File: src/rtl/response_logger_if.sv
// Record stream from response_logger to its downstream consumer.
interface response_logger_if #(
  parameter int unsigned VALUE_W = 5,
  parameter int unsigned TIME_W  = 16,
  parameter int unsigned DEPTH   = 8
);
  logic                   rec_valid;
  logic                   rec_ready;
  logic [TIME_W-1:0]      rec_time;
  logic [VALUE_W-1:0]     rec_value;
  logic [$clog2(DEPTH):0] count;

  modport master (output rec_valid, rec_time, rec_value, count, input rec_ready);
  modport slave  (input rec_valid, rec_time, rec_value, count, output rec_ready);
endinterface

File: src/rtl/response_logger.sv
// Logs each settled change of the observed result bus as a {timestamp, value}
// record into a first-word-fall-through FIFO drained over valid/ready.
module response_logger #(
  parameter int unsigned VALUE_W = 5,
  parameter int unsigned TIME_W  = 16,
  parameter int unsigned DEPTH   = 8,
  parameter int unsigned SETTLE  = 2
) (
  input  logic               clk,
  input  logic               rst_n,
  input  logic               enable,
  input  logic [VALUE_W-1:0] result,
  input  logic               clear_ovf,
  output logic               overflow,
  response_logger_if.master  rec
);
  localparam int unsigned AW = $clog2(DEPTH);
  localparam int unsigned CW = AW + 1;
  localparam int unsigned SW = $clog2(SETTLE + 1);
  localparam int unsigned RW = TIME_W + VALUE_W;

  typedef enum logic [1:0] {IDLE, SETTLING, STABLE} state_t;

  state_t              state_q, state_d;
  logic [TIME_W-1:0]   timer_q, timer_d;
  logic [VALUE_W-1:0]  cand_q, cand_d;
  logic [TIME_W-1:0]   cand_time_q, cand_time_d;
  logic [SW-1:0]       stab_q, stab_d;
  logic [VALUE_W-1:0]  last_q, last_d;
  logic                first_q, first_d;
  logic                push;

  logic [RW-1:0]       mem_q [DEPTH];
  logic [AW-1:0]       wptr_q, wptr_d, rptr_q, rptr_d;
  logic [CW-1:0]       count_q, count_d;
  logic                valid_q, valid_d;
  logic [TIME_W-1:0]   head_time_q, head_time_d;
  logic [VALUE_W-1:0]  head_val_q, head_val_d;
  logic                ovf_q, ovf_d;
  logic                pop, full, push_ok, drop;
  logic [RW-1:0]       push_data;

  // Capture FSM: a reload counts as the first stable sample, so SETTLE = 1
  // commits in the same cycle the value is first seen.
  always_comb begin
    state_d     = state_q;
    timer_d     = timer_q;
    cand_d      = cand_q;
    cand_time_d = cand_time_q;
    stab_d      = stab_q;
    last_d      = last_q;
    first_d     = first_q;
    push        = 1'b0;
    if (!enable) begin
      state_d = IDLE;
      stab_d  = '0;
    end else begin
      timer_d = timer_q + 1'b1;
      if (state_q == IDLE || result != cand_q) begin
        cand_d      = result;
        cand_time_d = timer_q;
        stab_d      = SW'(1);
        state_d     = SETTLING;
      end else if (state_q == SETTLING) begin
        stab_d = stab_q + 1'b1;
      end
      if (state_d == SETTLING && stab_d == SW'(SETTLE)) begin
        state_d = STABLE;
        if (first_q || cand_d != last_q) begin
          push    = 1'b1;
          last_d  = cand_d;
          first_d = 1'b0;
        end
      end
    end
  end

  assign push_data = {cand_time_d, cand_d};

  // The head is held in registers so the outputs keep the last entry once
  // the FIFO drains; a write landing on the new read slot bypasses memory.
  always_comb begin
    pop     = valid_q && rec.rec_ready;
    full    = (count_q == CW'(DEPTH));
    push_ok = push && (!full || pop);
    drop    = push && full && !pop;
    wptr_d  = push_ok ? wptr_q + 1'b1 : wptr_q;
    rptr_d  = pop ? rptr_q + 1'b1 : rptr_q;
    count_d = count_q;
    if (push_ok && !pop) begin
      count_d = count_q + 1'b1;
    end else if (pop && !push_ok) begin
      count_d = count_q - 1'b1;
    end
    head_time_d = head_time_q;
    head_val_d  = head_val_q;
    if (count_d != '0) begin
      if (push_ok && wptr_q == rptr_d) begin
        {head_time_d, head_val_d} = push_data;
      end else begin
        {head_time_d, head_val_d} = mem_q[rptr_d];
      end
    end
    valid_d = (count_d != '0);
    ovf_d   = drop ? 1'b1 : (clear_ovf ? 1'b0 : ovf_q);
  end

  always_ff @(posedge clk or negedge rst_n) begin
    if (!rst_n) begin
      state_q     <= IDLE;
      timer_q     <= '0;
      cand_q      <= '0;
      cand_time_q <= '0;
      stab_q      <= '0;
      last_q      <= '0;
      first_q     <= 1'b1;
      wptr_q      <= '0;
      rptr_q      <= '0;
      count_q     <= '0;
      valid_q     <= 1'b0;
      head_time_q <= '0;
      head_val_q  <= '0;
      ovf_q       <= 1'b0;
    end else begin
      state_q     <= state_d;
      timer_q     <= timer_d;
      cand_q      <= cand_d;
      cand_time_q <= cand_time_d;
      stab_q      <= stab_d;
      last_q      <= last_d;
      first_q     <= first_d;
      wptr_q      <= wptr_d;
      rptr_q      <= rptr_d;
      count_q     <= count_d;
      valid_q     <= valid_d;
      head_time_q <= head_time_d;
      head_val_q  <= head_val_d;
      ovf_q       <= ovf_d;
    end
  end

  always_ff @(posedge clk) begin
    if (push_ok) begin
      mem_q[wptr_q] <= push_data;
    end
  end

  assign rec.rec_valid = valid_q;
  assign rec.rec_time  = head_time_q;
  assign rec.rec_value = head_val_q;
  assign rec.count     = count_q;
  assign overflow      = ovf_q;
endmodule
File: src/flat_wrapper.sv
// flat-port wrapper written by rule: the top's interface ports become plain ports
module response_logger_flat 
#(
  parameter int unsigned VALUE_W = 5,
  parameter int unsigned TIME_W  = 16,
  parameter int unsigned DEPTH   = 8,
  parameter int unsigned SETTLE  = 2
)
  (clk, rst_n, enable, result, clear_ovf, overflow, rec_rec_valid, rec_rec_time, rec_rec_value, rec_count, rec_rec_ready);
  response_logger_if #(.VALUE_W(VALUE_W), .TIME_W(TIME_W), .DEPTH(DEPTH)) rec_i ();
  input  logic clk;
  input  logic rst_n;
  input  logic enable;
  input  logic [VALUE_W-1:0] result;
  input  logic clear_ovf;
  output logic overflow;
  output wire logic [$bits(rec_i.rec_valid)-1:0] rec_rec_valid;
  output wire logic [$bits(rec_i.rec_time)-1:0] rec_rec_time;
  output wire logic [$bits(rec_i.rec_value)-1:0] rec_rec_value;
  output wire logic [$bits(rec_i.count)-1:0] rec_count;
  input wire logic [$bits(rec_i.rec_ready)-1:0] rec_rec_ready;
  assign rec_rec_valid = rec_i.rec_valid;
  assign rec_rec_time = rec_i.rec_time;
  assign rec_rec_value = rec_i.rec_value;
  assign rec_count = rec_i.count;
  assign rec_i.rec_ready = rec_rec_ready;
  response_logger #(.VALUE_W(VALUE_W), .TIME_W(TIME_W), .DEPTH(DEPTH), .SETTLE(SETTLE)) u_core (.clk(clk), .rst_n(rst_n), .enable(enable), .result(result), .clear_ovf(clear_ovf), .overflow(overflow), .rec(rec_i));
endmodule
File: config.mk
export PLATFORM = sky130hd
export DESIGN_NAME = response_logger_flat
export DESIGN_NICKNAME = d
export VERILOG_FILES = /design/src/rtl/response_logger_if.sv /design/src/rtl/response_logger.sv /design/src/flat_wrapper.sv
export SDC_FILE = /design/constraint.sdc
export NUM_CORES = 1
export LEC_CHECK = 0
export ABC_AREA = 1
export BUFFER_PORTS_ARGS = -buffer_cell sky130_fd_sc_hd__buf_4
export CAP_MARGIN = 20
export CORE_ASPECT_RATIO = 1.25
export CORE_MARGIN = 2
export CORE_UTILIZATION = 52
export CTS_CLUSTER_DIAMETER = 30
export DETAILED_ROUTE_END_ITERATION = 12
export GPL_ROUTABILITY_DRIVEN = 1
export GPL_TIMING_DRIVEN = 0
export PLACE_DENSITY = 0.73
export SLEW_MARGIN = 20
export SYNTH_ARGS = -nofsm -noshare
export SYNTH_HDL_FRONTEND = slang
export SYNTH_SLANG_ARGS = --single-unit
File: constraint.sdc
create_clock -name clk -period 4.2 [get_ports clk]
set_input_delay 0.84 -clock clk [delete_from_list [all_inputs] [get_ports clk]]
set_output_delay 0.84 -clock clk [all_outputs]
set_load 0.005 [all_outputs]
==> run_summary.xml <==
<?xml version="1.0" encoding="UTF-8"?>
<metrics>
  <group name="drt">
    <metric name="num_vias" unit="">7306</metric>
    <metric name="ant_nets" unit="">0</metric>
    <metric name="firstDrtPassIters" unit="">5</metric>
    <metric name="detail_route.vias_per_cell" unit="">5.53</metric>
    <metric name="routed_wire_length_per_instance" unit="um">18.5</metric>
    <metric name="postRouteWirelength" unit="mm">24.4</metric>
    <metric name="drt_drc" unit="">0</metric>
    <metric name="drt_first_iter_violations" unit="">562</metric>
  </group>
  <group name="cells_and_area">
    <metric name="fill_cells" unit="">1489</metric>
    <metric name="final_core_utilization" unit="%">62.7</metric>
    <metric name="layout-drive-gt1-share" unit="%">16.3</metric>
    <metric name="final_common_cell" unit="">sky130_fd_sc_hd__nand2_1</metric>
    <metric name="multi_input_comb_area" unit="um2">2940</metric>
    <metric name="ant_cells" unit="">0</metric>
    <metric name="mostFrequentLayoutCells" unit="">sky130_fd_sc_hd__nand2_1, sky130_fd_sc_hd__edfxtp_1, sky130_fd_sc_hd__dfrtp_1</metric>
    <metric name="areaGrowthSynthToFinish" unit="%">19.2</metric>
    <metric name="layout.nets" unit="">1042</metric>
    <metric name="layoutNonFillerInstCount" unit="">1322</metric>
    <metric name="final-seq-area" unit="um2">7050</metric>
  </group>
  <group name="critical_path">
    <metric name="timing_worst_setup_path_type" unit="">in -&gt; reg</metric>
    <metric name="data_arrival_critical_path" unit="ns">3.22</metric>
    <metric name="cp.required" unit="ns">4.38</metric>
    <metric name="critPathMaxFanout" unit="">9</metric>
    <metric name="critPathLaunchType" unit="">primary input</metric>
    <metric name="critPathCaptureType" unit="">flop</metric>
  </group>
  <group name="grt">
    <metric name="globalRouteOverflowTotal" unit="">0</metric>
    <metric name="largest_net_degree_at_the_start_of_global_routing" unit="">81</metric>
    <metric name="global_route_wire_length_before_repair" unit="mm">39.0</metric>
    <metric name="gr-usage-all-layers" unit="%">24.0</metric>
    <metric name="vias_in_the_first_global_route" unit="">7456</metric>
    <metric name="antenna_violations_before_repair" unit="">0</metric>
  </group>
  <group name="pwr">
    <metric name="combinational_power_share" unit="%">36.5</metric>
    <metric name="power_frac_seq" unit="%">32.5</metric>
    <metric name="total_power" unit="mW">9.64</metric>
    <metric name="relative_contribution_of_the_clock_network_to_total_power" unit="%">31.0</metric>
    <metric name="p_int" unit="mW">6.08</metric>
    <metric name="p_sw_share" unit="%">36.9</metric>
    <metric name="cellLeakagePower" unit="nW">5.18</metric>
    <metric name="max-vdd-ir-drop" unit="V">0.000583</metric>
    <metric name="netSwitchingPower" unit="mW">3.55</metric>
    <metric name="pwr_density_cell" unit="nW/um2">770</metric>
  </group>
  <group name="clocking">
    <metric name="cts-root-to-sink-buffers" unit="">3</metric>
    <metric name="cts_repair_resize_count" unit="">0</metric>
    <metric name="worst_skew_pair.late_latency" unit="ns">0.49</metric>
    <metric name="tritoncts_clock_tree" unit="">yes</metric>
    <metric name="clk_pin_slew_worst_paths" unit="ns">0.05</metric>
    <metric name="h-tree-depth" unit="">2</metric>
    <metric name="root_buffer" unit="">sky130_fd_sc_hd__clkbuf_16</metric>
    <metric name="postCtsSetupRepairBufs" unit="">0</metric>
    <metric name="cts_num_sinks" unit="">248</metric>
    <metric name="holdBufCountCts" unit="">0</metric>
    <metric name="cts_buffers" unit="">35</metric>
  </group>
  <group name="sta">
    <metric name="skew" unit="ns">0.0135</metric>
    <metric name="tns" unit="ns">0</metric>
    <metric name="fmaxAchievable" unit="MHz">329</metric>
    <metric name="worst_slew_pin_tran" unit="ns">1.02</metric>
    <metric name="final.period_utilization" unit="%">72.3</metric>
    <metric name="grt_setup_unrepaired" unit="">no</metric>
    <metric name="hold_viol_final" unit="">0</metric>
    <metric name="timing.max_slew.rel_slack" unit="%">31.0</metric>
    <metric name="timing_max_transition_violations_final" unit="">0</metric>
    <metric name="post-route-worst-setup-slack" unit="ns">1.16</metric>
    <metric name="setup-violations-final" unit="">0</metric>
    <metric name="finalWorstPathRequiredPeriod" unit="ns">3.04</metric>
  </group>
  <group name="yosys">
    <metric name="syn-cell-area" unit="um2">10500</metric>
    <metric name="yosysWarningCount" unit="">0</metric>
    <metric name="synth.distinct_cells" unit="">34</metric>
    <metric name="syn_nets" unit="">951</metric>
    <metric name="synth.avg_cell_area" unit="um2">11.2</metric>
    <metric name="synth_seq_area_share" unit="%">67.2</metric>
    <metric name="synth_cells" unit="">936</metric>
    <metric name="yosys_register_bits" unit="">248</metric>
  </group>
  <group name="placement">
    <metric name="io_buffers" unit="">35</metric>
    <metric name="place_ws" unit="ns">0.661</metric>
    <metric name="post-dp-hpwl" unit="mm">16.3</metric>
    <metric name="gp_congestion" unit="">0.849</metric>
    <metric name="placedCellCount" unit="">1260</metric>
  </group>
  <group name="floorplanning">
    <metric name="fp.dieW" unit="um">131</metric>
    <metric name="initial_util" unit="%">52.6</metric>
    <metric name="coreArea" unit="um2">20000</metric>
    <metric name="num_rows" unit="">58</metric>
    <metric name="boundaryPins" unit="">37</metric>
    <metric name="fp.dieH" unit="um">163</metric>
    <metric name="die_area" unit="um2">21300</metric>
  </group>
  <group name="worst_hold_path">
    <metric name="min-delay-path-class" unit="">in -&gt; async</metric>
  </group>
  <group name="outcome">
    <metric name="status" unit="">finished, final reports clean</metric>
  </group>
  <group name="run">
    <metric name="timing.max_cap.violations" unit="">0</metric>
  </group>
</metrics>
[synthesized netlist by cell type, drive strengths merged]
cell / number / area [um2]
nand4: 9 / 71.3
a32oi: 42 / 368
xnor2: 4 / 35.0
xor2: 20 / 175
clkbuf: 14 / 53.8
dfrtp: 79 / 1980
nor2: 19 / 105
nor4: 3 / 18.8
a21o: 1 / 7.51
nand3: 23 / 125
dfstp: 1 / 26.3
mux2i: 21 / 210
o21ai: 67 / 335
a211oi: 1 / 7.51
edfxtp: 168 / 5040
nand2: 288 / 1090
a21oi: 45 / 225
nor3: 10 / 50.1
buf: 33 / 185
o22ai: 1 / 6.26
nand3b: 1 / 7.51
ha: 5 / 62.6
inv: 81 / 304
[worst max-delay path, stage by stage]
cell and delay (ns):
sky130_fd_sc_hd__buf_4 0.12, sky130_fd_sc_hd__inv_1 0.08, sky130_fd_sc_hd__nand2_1 0.05, sky130_fd_sc_hd__nand2_1 0.08, sky130_fd_sc_hd__inv_1 0.05, sky130_fd_sc_hd__nor2_2 0.09
sky130_fd_sc_hd__nand3_2 0.10, sky130_fd_sc_hd__nor2_4 0.14, sky130_fd_sc_hd__nand4_4 0.18, sky130_fd_sc_hd__nor2_8 0.20, sky130_fd_sc_hd__nand2_1 0.20, sky130_fd_sc_hd__nor3_2 0.53
sky130_fd_sc_hd__buf_4 0.32, sky130_fd_sc_hd__buf_4 0.22
[cell type report]
cell class              count  share of cell area [%]
clock buffers              41                    7.60
inverters                  81                    2.43
flip-flops and latches    248                    56.3
clock inverters            21                    2.07
plain buffers              47                    1.91
repair buffers             54                    3.40
well taps                 270                    2.70
multi-input cells         560                    23.5
[stage by stage]
step / cell area (um2) / hold slack (ns)
floorplan: 10500 / 0.437
global placement: 11100 / 0.456
detailed placement: 11300 / 0.459
CTS: 12500 / 0.465
global route: 12500 / 0.432
finish: 12500 / 0.365
[power groups by stage]
stage / combinational, mW / sequential, mW / clock (mW)
after floorplan: 2.27 / 3.14 / 0
after global placement: 3.32 / 3.17 / 0
after detailed placement: 3.42 / 3.17 / 0
after CTS: 3.48 / 3.13 / 3.00
after global routing: 3.90 / 3.16 / 3.10
final: 3.52 / 3.13 / 2.98
[path summary, 6_finish.rpt]
check                            startpoint                     end  slack (ns)  depth (start not counted)
max                               result[1]     u_core.mem_q[3][14]        1.16                         14
min                                   rst_n        u_core.last_q[0]        0.37                          1
max reg2reg                u_core.cand_q[1]     u_core.mem_q[3][14]        1.28                         13
min reg2reg                  u_core.first_q          u_core.first_q        0.46                          2
max in group asynchronous             rst_n  u_core.rec.rec_time[7]        3.32                          1
min in group clk             u_core.first_q          u_core.first_q        0.46                          2
[logic make-up (layout without fill, tap and decap cells)]
family                     after synthesis  in the layout  share of synthesized area (%)
buffers and inverters                  128            244                           5.17
AOI/OAI and AO/OA                      157            157                           9.05
DFF                                    248            248                           67.2
muxes                                   21             21                           2.00
xor gates and xnor gates                24             24                           2.00
adders and majority gates                5              5                          0.596
and+or+nand+nor                        353            353                           14.0
[flip-flops by register name, summed over array words and instances (netlist names), 3 cells and up]
signal / cells
u_core.mem_q: 168
u_core.rec.rec_time: 16
u_core.cand_q: 5
u_core.wptr_q: 3
u_core.last_q: 5
u_core.cand_time_q: 16
u_core.rec.count: 4
u_core.rec.rec_value: 5
u_core.rptr_q: 3
u_core.timer_q: 16
[layer usage]
layer	up-vias	track usage, %	part of all wire (%)
li1	3411	-	-
met1	3546	31.7	39
met2	291	41.4	51
met3	58	2.83	7.1
met4	0	7.83	2.5
met5	-	0	0
Note: power is estimated with default switching activity, not from simulation.
